`src/rtl/uart_rx.sv`:
```
// ----------------------------------------------------------------------------
// uart_rx : oversampling asynchronous serial receiver.
//   Detects a start bit on RX_IN and samples each bit in the middle of its
//   period. Data is deserialized LSB first. Optional parity and the stop bit
//   are checked. The result is reported with one-cycle pulses.
//   Frame: start(0), Data_Len data bits LSB first, [parity], stop(1).
// Ports:
//   CLK        in  oversampling clock, rising edge
//   RST        in  synchronous active-high reset
//   RX_IN      in  serial line (idle high), already synchronized to CLK
//   PAR_EN     in  frame carries a parity bit
//   PAR_TYP    in  0 even parity, 1 odd parity
//   Prescale   in  clocks per bit (even, >= 8)
//   P_DATA     out last error-free received word
//   Data_Valid out 1-cycle pulse, P_DATA updated
//   Par_err    out 1-cycle pulse, parity mismatch
//   Stp_err    out 1-cycle pulse, stop bit sampled 0
// Build option:
//   UART_RX_MAJORITY_EN  2-of-3 vote of samples at P/2-1, P/2, P/2+1
// ----------------------------------------------------------------------------
module uart_rx #(
  parameter int unsigned Data_Len   = 8,
  parameter int unsigned PRESCALE_W = 6
) (
  input  logic                  CLK,
  input  logic                  RST,
  input  logic                  RX_IN,
  input  logic                  PAR_EN,
  input  logic                  PAR_TYP,
  input  logic [PRESCALE_W-1:0] Prescale,
  output logic [Data_Len-1:0]   P_DATA,
  output logic                  Data_Valid,
  output logic                  Par_err,
  output logic                  Stp_err
);

  localparam int unsigned BCW = $clog2(Data_Len) + 1;

  typedef enum logic [2:0] {
    S_IDLE, S_START, S_DATA, S_PARITY, S_STOP
  } state_t;

  state_t                r_state;
  logic [PRESCALE_W-1:0] r_edge_cnt;
  logic [PRESCALE_W-1:0] r_presc;
  logic [BCW-1:0]        r_bit_cnt;
  logic                  r_par_en;
  logic                  r_par_typ;
  logic                  r_par_fail;
  logic [Data_Len-1:0]   r_shift;
  logic                  r_smp_mid;

  logic [PRESCALE_W-1:0] w_half;
  logic                  w_last;
  logic                  w_bit;
  logic                  w_par_exp;

  assign w_half    = r_presc >> 1;
  assign w_last    = (r_edge_cnt == (r_presc - PRESCALE_W'(1)));
  assign w_par_exp = r_par_typ ? ~(^r_shift) : (^r_shift);

`ifdef UART_RX_MAJORITY_EN
  logic r_smp_lo;
  logic r_smp_hi;

  // Three samples around mid-bit. All of them come before the decision edge because P >= 8.
  always_ff @(posedge CLK) begin
    if (RST) begin
      r_smp_lo  <= 1'b0;
      r_smp_mid <= 1'b0;
      r_smp_hi  <= 1'b0;
    end else begin
      if (r_edge_cnt == (w_half - PRESCALE_W'(1))) r_smp_lo  <= RX_IN;
      if (r_edge_cnt == w_half)                    r_smp_mid <= RX_IN;
      if (r_edge_cnt == (w_half + PRESCALE_W'(1))) r_smp_hi  <= RX_IN;
    end
  end

  assign w_bit = (r_smp_lo & r_smp_mid) | (r_smp_lo & r_smp_hi) | (r_smp_mid & r_smp_hi);
`else
  // Single sample at mid-bit.
  always_ff @(posedge CLK) begin
    if (RST) begin
      r_smp_mid <= 1'b0;
    end else if (r_edge_cnt == w_half) begin
      r_smp_mid <= RX_IN;
    end
  end

  assign w_bit = r_smp_mid;
`endif

  // Frame FSM. Bit decisions are taken on the last edge of each bit period.
  always_ff @(posedge CLK) begin
    if (RST) begin
      r_state    <= S_IDLE;
      r_edge_cnt <= '0;
      r_presc    <= '0;
      r_bit_cnt  <= '0;
      r_par_en   <= 1'b0;
      r_par_typ  <= 1'b0;
      r_par_fail <= 1'b0;
      r_shift    <= '0;
      P_DATA     <= '0;
      Data_Valid <= 1'b0;
      Par_err    <= 1'b0;
      Stp_err    <= 1'b0;
    end else begin
      Data_Valid <= 1'b0;
      Par_err    <= 1'b0;
      Stp_err    <= 1'b0;

      if (r_state != S_IDLE) begin
        r_edge_cnt <= w_last ? '0 : (r_edge_cnt + PRESCALE_W'(1));
      end

      case (r_state)
        S_IDLE: begin
          r_edge_cnt <= '0;
          // The detect cycle is edge 0 of the start bit, so counting resumes at 1.
          if (!RX_IN) begin
            r_state    <= S_START;
            r_edge_cnt <= PRESCALE_W'(1);
            r_presc    <= Prescale;
            r_par_en   <= PAR_EN;
            r_par_typ  <= PAR_TYP;
            r_par_fail <= 1'b0;
            r_bit_cnt  <= '0;
          end
        end
        S_START: begin
          if (w_last) begin
            r_bit_cnt <= '0;
            r_state   <= w_bit ? S_IDLE : S_DATA;
          end
        end
        S_DATA: begin
          if (w_last) begin
            // Bits enter at the MSB end. After Data_Len shifts the first bit sits at bit 0.
            r_shift   <= {w_bit, r_shift[Data_Len-1:1]};
            r_bit_cnt <= r_bit_cnt + BCW'(1);
            if (r_bit_cnt == BCW'(Data_Len - 1)) begin
              r_state <= r_par_en ? S_PARITY : S_STOP;
            end
          end
        end
        S_PARITY: begin
          if (w_last) begin
            r_par_fail <= (w_bit != w_par_exp);
            r_state    <= S_STOP;
          end
        end
        S_STOP: begin
          if (w_last) begin
            r_state <= S_IDLE;
            Stp_err <= ~w_bit;
            Par_err <= r_par_fail;
            if (w_bit && !r_par_fail) begin
              Data_Valid <= 1'b1;
              P_DATA     <= r_shift;
            end
          end
        end
        default: r_state <= S_IDLE;
      endcase
    end
  end

endmodule

```
`config.mk`:
```
export PLATFORM = sky130hd
export DESIGN_NAME = uart_rx
export DESIGN_NICKNAME = d
export VERILOG_FILES = /design/src/rtl/uart_rx.sv
export SDC_FILE = /design/constraint.sdc
export NUM_CORES = 1
export LEC_CHECK = 0
export ABC_AREA = 1
export BUFFER_PORTS_ARGS = -buffer_cell sky130_fd_sc_hd__buf_2
export CAP_MARGIN = 20
export CORE_ASPECT_RATIO = 0.7
export CORE_MARGIN = 2
export CORE_UTILIZATION = 60
export DETAILED_ROUTE_END_ITERATION = 10
export GPL_TIMING_DRIVEN = 0
export PLACE_DENSITY = 0.81
export SLEW_MARGIN = 20
export SYNTH_ARGS = -nofsm -noshare
export SYNTH_HDL_FRONTEND = slang
export SYNTH_SLANG_ARGS = --single-unit
```
`constraint.sdc`:
```
create_clock -name CLK -period 4 [get_ports CLK]
set_clock_uncertainty 0.2 [all_clocks]
set_input_delay 1.2 -clock CLK [delete_from_list [all_inputs] [get_ports CLK]]
set_output_delay 1.2 -clock CLK [all_outputs]
set_load 0.01 [all_outputs]
```
* Word-level counts from Yosys, hierarchy flattened
Cells that the tools add are included.
** Storage, ports and cells
- Input bits :: 11
- Register bits :: 42
- Word-level logic and storage cells :: 72
** Operators by class
- Equal/unequal tests :: 14
- Add/subtract/negate cells :: 3
- Reduce and logical (&&, ||, !) cells :: 15
- Mux-type cells :: 22
- Bitwise operators :: 5
** Operators by type and width (count)
- 3-bit two-way mux :: 7
- 6-bit two-way mux :: 3
- 3-bit case mux with 5 select lines :: 1
- 4-bit two-way mux :: 3
- 2-bit != test, second input constant :: 6
- 4-bit case mux with 3 select lines :: 1
- 8-bit XOR reduction :: 1
- 6-bit by 1-bit adder with 6-bit output, second input constant :: 1
- 3-bit by 2-bit == test with 1-bit output, second input constant :: 2
- 6-bit by 5-bit == test with 1-bit output :: 1
- 6-bit == test :: 1
- 3-bit AND reduction :: 2
- 6-bit AND reduction :: 1
- 3-bit nonzero test :: 2
- 6-bit by 1-bit subtractor with 6-bit output, second input constant :: 1
- 1-bit two-way mux :: 5
- 1-bit inverter :: 5
- 4-bit by 1-bit adder with 4-bit output, second input constant :: 1
- 4-bit by 3-bit == test with 1-bit output, second input constant :: 1
- 2-bit AND reduction :: 2
- 4-bit AND reduction :: 1
- 2-bit nonzero test :: 2
- 3-bit by 1-bit == test with 1-bit output, second input constant :: 1
- 3-bit == test, second input constant :: 1
- other kinds (7) :: 7

* Longest topological paths before layout
Gate-level depths: netlist (run 1).
- Word-level depth :: 6
- Mapped depth :: 15
- Mapped depth without buffers :: 15

* Worst setup path after synthesis (run 1)
No wires, ideal clock.
- Kind :: input-to-reg
- From :: in RST
- To :: reg r_edge_cnt[3]
- Setup time :: 81 ps
- Required time :: 3719 ps
- Slack :: 1697 ps
- Data arrival time :: 2022 ps
- Stages on the path :: 5
- Cells stage by stage :: clkbuf_1 -> inv_1 -> clkbuf_1 -> nand3_1 -> nor3b_1
** RTL lines
- start: declaration :: RTL line 26 : input logic RST,
- end signal: assignment :: RTL line 114 : r_edge_cnt <= w_last ? '0 : (r_edge_cnt + PRESCALE_W'(1));
- end: declaration :: RTL line 44 : logic [PRESCALE_W-1:0] r_edge_cnt;

==> results of run 1 <==
stage by stage:
| step | utilization (%) | setup slack [ns] |
|---|---|---|
| 2_1_floorplan | - | 1.697 |
| 3_3_place_gp | 66.77 | 1.369 |
| 3_5_place_dp | 66.77 | 1.333 |
| 4_1_cts | 70.00 | 1.634 |
| 5_1_grt | 70.00 | 1.463 |
| 6_report | 70.00 | 1.606 |
metal layers:
layer	routed length [um]	vias to the layer above	part of all wire (%)	track usage, %
met5	0	-	0	0
met1	2359	908	51	34.84
li1	-	1067	-	-
met2	1999	57	43	37.93
met4	12	0	0.26	7.602
met3	267	2	5.8	5.525
final timing paths:
| kind | from | to | slack (ns) | depth (start not counted) |
|---|---|---|---|---|
| setup / recovery | RST | r_edge_cnt[3]$_SDFF_PP0_ | 1.61 | 5 |
| hold / removal | r_par_fail$_SDFFE_PP0P_ | r_par_fail$_SDFFE_PP0P_ | 0.28 | 2 |
| setup reg to reg | r_presc[1]$_SDFFE_PP0P_ | P_DATA[4]$_SDFFE_PP0P_ | 1.69 | 14 |
| hold reg to reg | r_par_fail$_SDFFE_PP0P_ | r_par_fail$_SDFFE_PP0P_ | 0.28 | 2 |
placed cells by master (no fill, tap or decap), drive strengths merged, types with 2 or more instances in the layout:
cell type and n:
xnor2 7, inv 45, dfxtp 42, buf 23
nand3 17, nor3 8, a21oi 16, xor2 5
ha 3, o22ai 4, nor2 64, o21ai 20
nand2 77, nand4 2, clkbuf 10
critical path, cell delays in order:
cell,delay (ns)
sky130_fd_sc_hd__clkbuf_1,0.22
sky130_fd_sc_hd__inv_1,0.12
sky130_fd_sc_hd__clkbuf_1,0.32
sky130_fd_sc_hd__nand3_1,0.30
sky130_fd_sc_hd__nor3b_1,0.24
kinds of logic (layout without fill, tap and decap cells):
family,Yosys count,in the layout,share of synthesized area [%]
compound gates,43,43,11.08
xor+xnor,12,12,4.847
fa+ha+maj,3,3,1.731
buf+inv,53,80,9.578
flops,42,42,38.78
simple gates,171,171,33.99
power by group through the flow:
stage,Sequential [uW],Clock (uW),Combinational (uW)
global route,549,363,611
floorplan,532,0,430
detailed placement,548,0,520
CTS,538,343,530
global placement,547,0,508
finish,540,338,537
flip-flops by register name, summed over array words and instances (netlist names), 3 cells and up:
signal      count
r_state         3
r_bit_cnt       4
P_DATA          8
r_presc         6
r_shift         8
r_edge_cnt      6
area by class of cell:
class | count | area, um2 | area share, %
multi-input cells | 229 | 1120 | 45.83
flip-flops and latches | 42 | 840.8 | 34.41
inverters | 46 | 172.7 | 7.066
repair buffers | 20 | 100.1 | 4.096
clock buffers | 6 | 82.58 | 3.379
well taps | 50 | 62.56 | 2.560
plain buffers | 7 | 35.03 | 1.434
clock inverters | 1 | 30.03 | 1.229
==> run summary, run 1 <==
Power per unit of standard cell area = 579.4 nW/um2
Count of H-tree levels built during CTS = 2
Hold violation total from the final report = 0
Yosys top cell by area = sky130_fd_sc_hd__dfxtp_1
Remaining global-route overflow = 0
Final count of pins violating max slew = 0
Average instance area after synthesis = 6.692 um2
Post-cts resize count = 0
Actual slew at the worst max-slew pin = 0.4654 ns
Required time of the worst setup path = 4.01 ns
Initial core utilization = 62.11%
Post-synthesis sequential area ratio = 38.78%
Setup violation total in the final timing report = 0
Clk root buf = sky130_fd_sc_hd__clkbuf_8
Library cells used by synthesis = 30
Worst hold margin = 0.2753 ns
Worst-path maximum fanout = 10
Slew headroom = 68.98%
Number of hold buffers added after cts = 0
Width of the die = 75.85 um
Clock sinks = 42
Chip Height = 54.30 um
Routability-driven placement congestion ratio = 0.8590
Global-route wire length before repair = 7507 um
Nets in the synthesized netlist = 338
Dominant cell by count in the synthesized netlist = sky130_fd_sc_hd__nand2_1
Post-route clock period utilization = 59.84%
Boundary Pins = 22
Hold Crit Class = reg -> reg
Syn Std Cell Area = 2168 um2
Type of element capturing the critical path = register
Std cell rows = 18
Core ar. = 3491 um2
Switching part of the total = 39.42%
Classification of the worst setup path = in -> reg
Final total power = 1416 uW
Most instantiated cells after synthesis = 77 x sky130_fd_sc_hd__nand2_1, 60 x sky130_fd_sc_hd__nor2_1, 42 x sky130_fd_sc_hd__dfxtp_1
Detailed placer's ending HPWL = 3393 um
Largest net degree at the start of global routing = 13
Setup Fix Bufs, Post-CTS = 0
Layout cells sized above 1 = 11.97%
Ys async rst share = 0%
Ranking of synthesized cells by area = sky130_fd_sc_hd__dfxtp_1 39%, sky130_fd_sc_hd__nand2_1 13%, sky130_fd_sc_hd__nor2_1 10%
Count of inserted antenna diode cells = 0
Number of placed instances with taps included = 394
Clock-pin slew on the worst setup and hold paths = 0.08 ns
Syn-to-layout area delta = 12.69%
Share of total power in combinational logic = 37.9%
Final routed wirelength across all metal layers = 4638 um
Final total negative setup slack = 0 ns
Internal portion of total power = 857.6 uW
Portion of total power attributed to sequential cells = 38.2%
Unrepaired setup endpoints after global routing = no
TritonCTS clock tree = done
Flip-flop cell with the highest count after synthesis = sky130_fd_sc_hd__dfxtp_1
Yosys top cell area share = 38.78%
Outcome = finished, final reports clean
Arrival time of data at the critical path endpoint = 2.40 ns
Insertion delay of the later-clocked pin in the worst-skew pair = 0.29 ns
Die outline area = 4118 um2
Post-route insts no fill = 401
Port Buffer Count = 20
Final design instance area without fill = 2444 um2
Switching power summed over all nets = 558.1 uW
LEAKAGE = 0.001192 uW
Clock share of power = 23.9%
Placement Cell Area = 2331 um2
Clock buffers created by TritonCTS = 5
Total Nets Final = 365
Min cycle time layout = 2.394 ns
GRT Resource Usage Total = 24.75%
Initial antenna violation count = 0
Via count of the first global-routing pass = 1678
Post-DR wirelength/cell = 11.57 um
First drt pass iteration count = 5
Number of synthesized register bits = 42
Deepest clock path buffer count = 2
Total via count in the routed design = 2034
Synthesized instance count = 324
Total number of yosys warnings = 0
DR vias/cell = 5.072
Maximum operating frequency = 417.8 MHz
Violation count after the first detailed-route iteration = 112
Layout fillers = 319
Number of enable-type register cells in the synthesized netlist = 0
# Max-Cap Violations = 0
Peak VDD IR = 0.3212 mV
Launching element type of the critical path = primary input
Number of nets with antenna violations after routing = 0
Final routed DRC violation total = 0
Note: power is estimated with default switching activity, not from simulation.
==> run 2, diff against run 1 <==
- CORE_UTILIZATION: 60 -> 58
- PLACE_DENSITY: 0.81 -> 0.79
- clock period: 4 -> 2.3 ns (I/O delays scaled with it)
==> run 2 against run 1 <==
  * Utilization increased by 0.75 points
  * Sequential cell count stayed put
  * Die area up 3.2%
  * Combinational power is 84% higher
  * Global-route usage fell by 0.56 points
  * Final area increased by 3.0%
  * Via count increased by 2.3%
  * Worst hold slack improved by 0.0033 ns
  * Sequential power is 76% higher
  * Largest cell class unchanged
==> run summary, run 2 (same netlist as run 1, synthesis figures left out) <==
Syn-to-layout area delta = 16.10%
Routability-driven placement congestion ratio = 0.9023
Core ar. = 3558 um2
Clock buffers created by TritonCTS = 5
Peak VDD IR = 0.5453 mV
LEAKAGE = 0.001220 uW
Final count of pins violating max slew = 0
Setup violation total in the final timing report = 0
Initial antenna violation count = 0
Number of nets with antenna violations after routing = 0
Power per unit of standard cell area = 965.2 nW/um2
Most frequent cells in the layout = 75 x sky130_fd_sc_hd__nand2_1, 58 x sky130_fd_sc_hd__nor2_1, 40 x sky130_fd_sc_hd__dfxtp_1, 40 x sky130_fd_sc_hd__inv_1, 22 x sky130_fd_sc_hd__buf_2
Violation count after the first detailed-route iteration = 117
Count of H-tree levels built during CTS = 2
# Max-Cap Violations = 0
Post-route clock period utilization = 93.96%
Largest net degree at the start of global routing = 13
Width of the die = 77.08 um
Leading registers by flop count = P_DATA x8, r_shift x8
DR vias/cell = 5.113
Chip Height = 55.16 um
Minimum setup slack after placement = 0.02758 ns
Boundary Pins = 22
First drt pass iteration count = 4
Final WS setup = 0.1390 ns
Global-route wire length before repair = 7893 um
Via count of the first global-routing pass = 1737
Total via count in the routed design = 2081
Layout cells sized above 1 = 15.69%
Std cell rows = 18
Layout fillers = 332
Slew headroom = 69.78%
TritonCTS clock tree = done
Final routed DRC violation total = 0
Min cycle time layout = 2.161 ns
Actual slew at the worst max-slew pin = 0.4533 ns
Hold Crit Class = reg -> reg
Worst-path maximum fanout = 7
Outcome = finished, final reports clean
Maximum operating frequency = 462.7 MHz
Classification of the worst setup path = reg -> reg
GRT Resource Usage Total = 24.19%
Required time of the worst setup path = 2.26 ns
Final routed wirelength across all metal layers = 4795 um
Die outline area = 4251 um2
Insertion delay of the later-clocked pin in the worst-skew pair = 0.30 ns
Detailed placer's ending HPWL = 3409 um
Arrival time of data at the critical path endpoint = 2.12 ns
Launching element type of the critical path = register
Total Nets Final = 370
Deepest clock path buffer count = 2
Initial core utilization = 60.94%
Final total negative setup slack = 0 ns
Count of inserted antenna diode cells = 0
Remaining global-route overflow = 0
Clock sinks = 42
Clk root buf = sky130_fd_sc_hd__clkbuf_8
Clock-pin slew on the worst setup and hold paths = 0.07 ns
Most common library cell in the layout ignoring fill and taps = sky130_fd_sc_hd__nand2_1
Port Buffer Count = 20
Hold violation total from the final report = 0
Post-DR wirelength/cell = 11.78 um
Type of element capturing the critical path = register
==> run 2: cell count changes in the layout (fill, tap and decap cells not counted), moves of 2 or more <==
cell and change:
sky130_fd_sc_hd__dfxtp_1 -2, sky130_fd_sc_hd__nor2_1 -2, sky130_fd_sc_hd__nand2_1 -2, sky130_fd_sc_hd__buf_4 +4, sky130_fd_sc_hd__dfxtp_2 +2, sky130_fd_sc_hd__nand2_2 +2, sky130_fd_sc_hd__nor2_4 +2
==> run 2: worst max-delay path, stage by stage (launching register included) <==
cell and delay, ns:
sky130_fd_sc_hd__dfxtp_2 0.35, sky130_fd_sc_hd__inv_2 0.07, sky130_fd_sc_hd__ha_4 0.26, sky130_fd_sc_hd__inv_1 0.03
sky130_fd_sc_hd__nand2_1 0.05, sky130_fd_sc_hd__nand2_1 0.04, sky130_fd_sc_hd__nor2_1 0.08, sky130_fd_sc_hd__nand2_1 0.10
sky130_fd_sc_hd__nor2_4 0.15, sky130_fd_sc_hd__nand3_4 0.10, sky130_fd_sc_hd__buf_12 0.15, sky130_fd_sc_hd__a21oi_4 0.21
sky130_fd_sc_hd__nand2_2 0.11, sky130_fd_sc_hd__nand2_1 0.07, sky130_fd_sc_hd__a21oi_1 0.06
==> run 2: timing repair <==
action / 4_1_cts / 5_1_grt
gates resized for setup: 0 / 11
pin swaps: 0 / 2
cloned: 0 / 1
buffers inserted: 2 / 3
setup endpoints to repair: 1 / 25
hold buffers: 0 / 0
==> run 2: layout make-up <==
cell class              instances  area [um2]  area share (%)
flip-flops and latches         42       843.3           33.50
well taps                      50       62.56           2.485
plain buffers                   6       31.28           1.243
clock buffers                   7       86.33           3.429
inverters                      46       172.7           6.859
multi-input cells             229        1161           46.12
repair buffers                 26       155.1           6.163
clock inverters                 1       5.005          0.1988
==> run 2: through the flow <==
| stage | power [uW] | instance area (um2) | hold WS (ns) | util, % | std cells |
|---|---|---|---|---|---|
| 2_1_floorplan | 1673 | 2168 | 0.2434 | - | 324 |
| 3_3_place_gp | 1840 | 2331 | 0.2557 | 65.51 | 394 |
| 3_5_place_dp | 1861 | 2331 | 0.2593 | 65.51 | 394 |
| 4_1_cts | 2344 | 2450 | 0.2705 | 68.85 | 404 |
| 5_1_grt | 2620 | 2517 | 0.2848 | 70.75 | 407 |
| 6_report | 2430 | 2517 | 0.2786 | 70.75 | 407 |
==> run 2: worst paths after layout <==
path / cells after the start / from / to / slack, ns
hold / removal: 2 / r_par_fail$_SDFFE_PP0P_ / r_par_fail$_SDFFE_PP0P_ / 0.28
setup / recovery: 14 / r_presc[1]$_SDFFE_PP0P_ / r_bit_cnt[3]$_SDFFE_PP0P_ / 0.14
setup reg to reg: 14 / r_presc[1]$_SDFFE_PP0P_ / r_bit_cnt[3]$_SDFFE_PP0P_ / 0.14
hold reg to reg: 2 / r_par_fail$_SDFFE_PP0P_ / r_par_fail$_SDFFE_PP0P_ / 0.28
==> run 2: report_power, final <==
| group | switching, uW | internal [uW] |
|---|---|---|
| registers | 121 | 828 |
| clock network | 248 | 242 |
| logic | 642 | 348 |
==> run 2: routing by layer <==
layer  up-vias  share of wire (%)  global-route usage (%)
met5         -                  0                       0
met4         0               0.63                   5.952
met3         5                5.8                   5.519
met2        56                 42                   38.89
met1       941                 52                   33.67
li1       1079                  -                       -
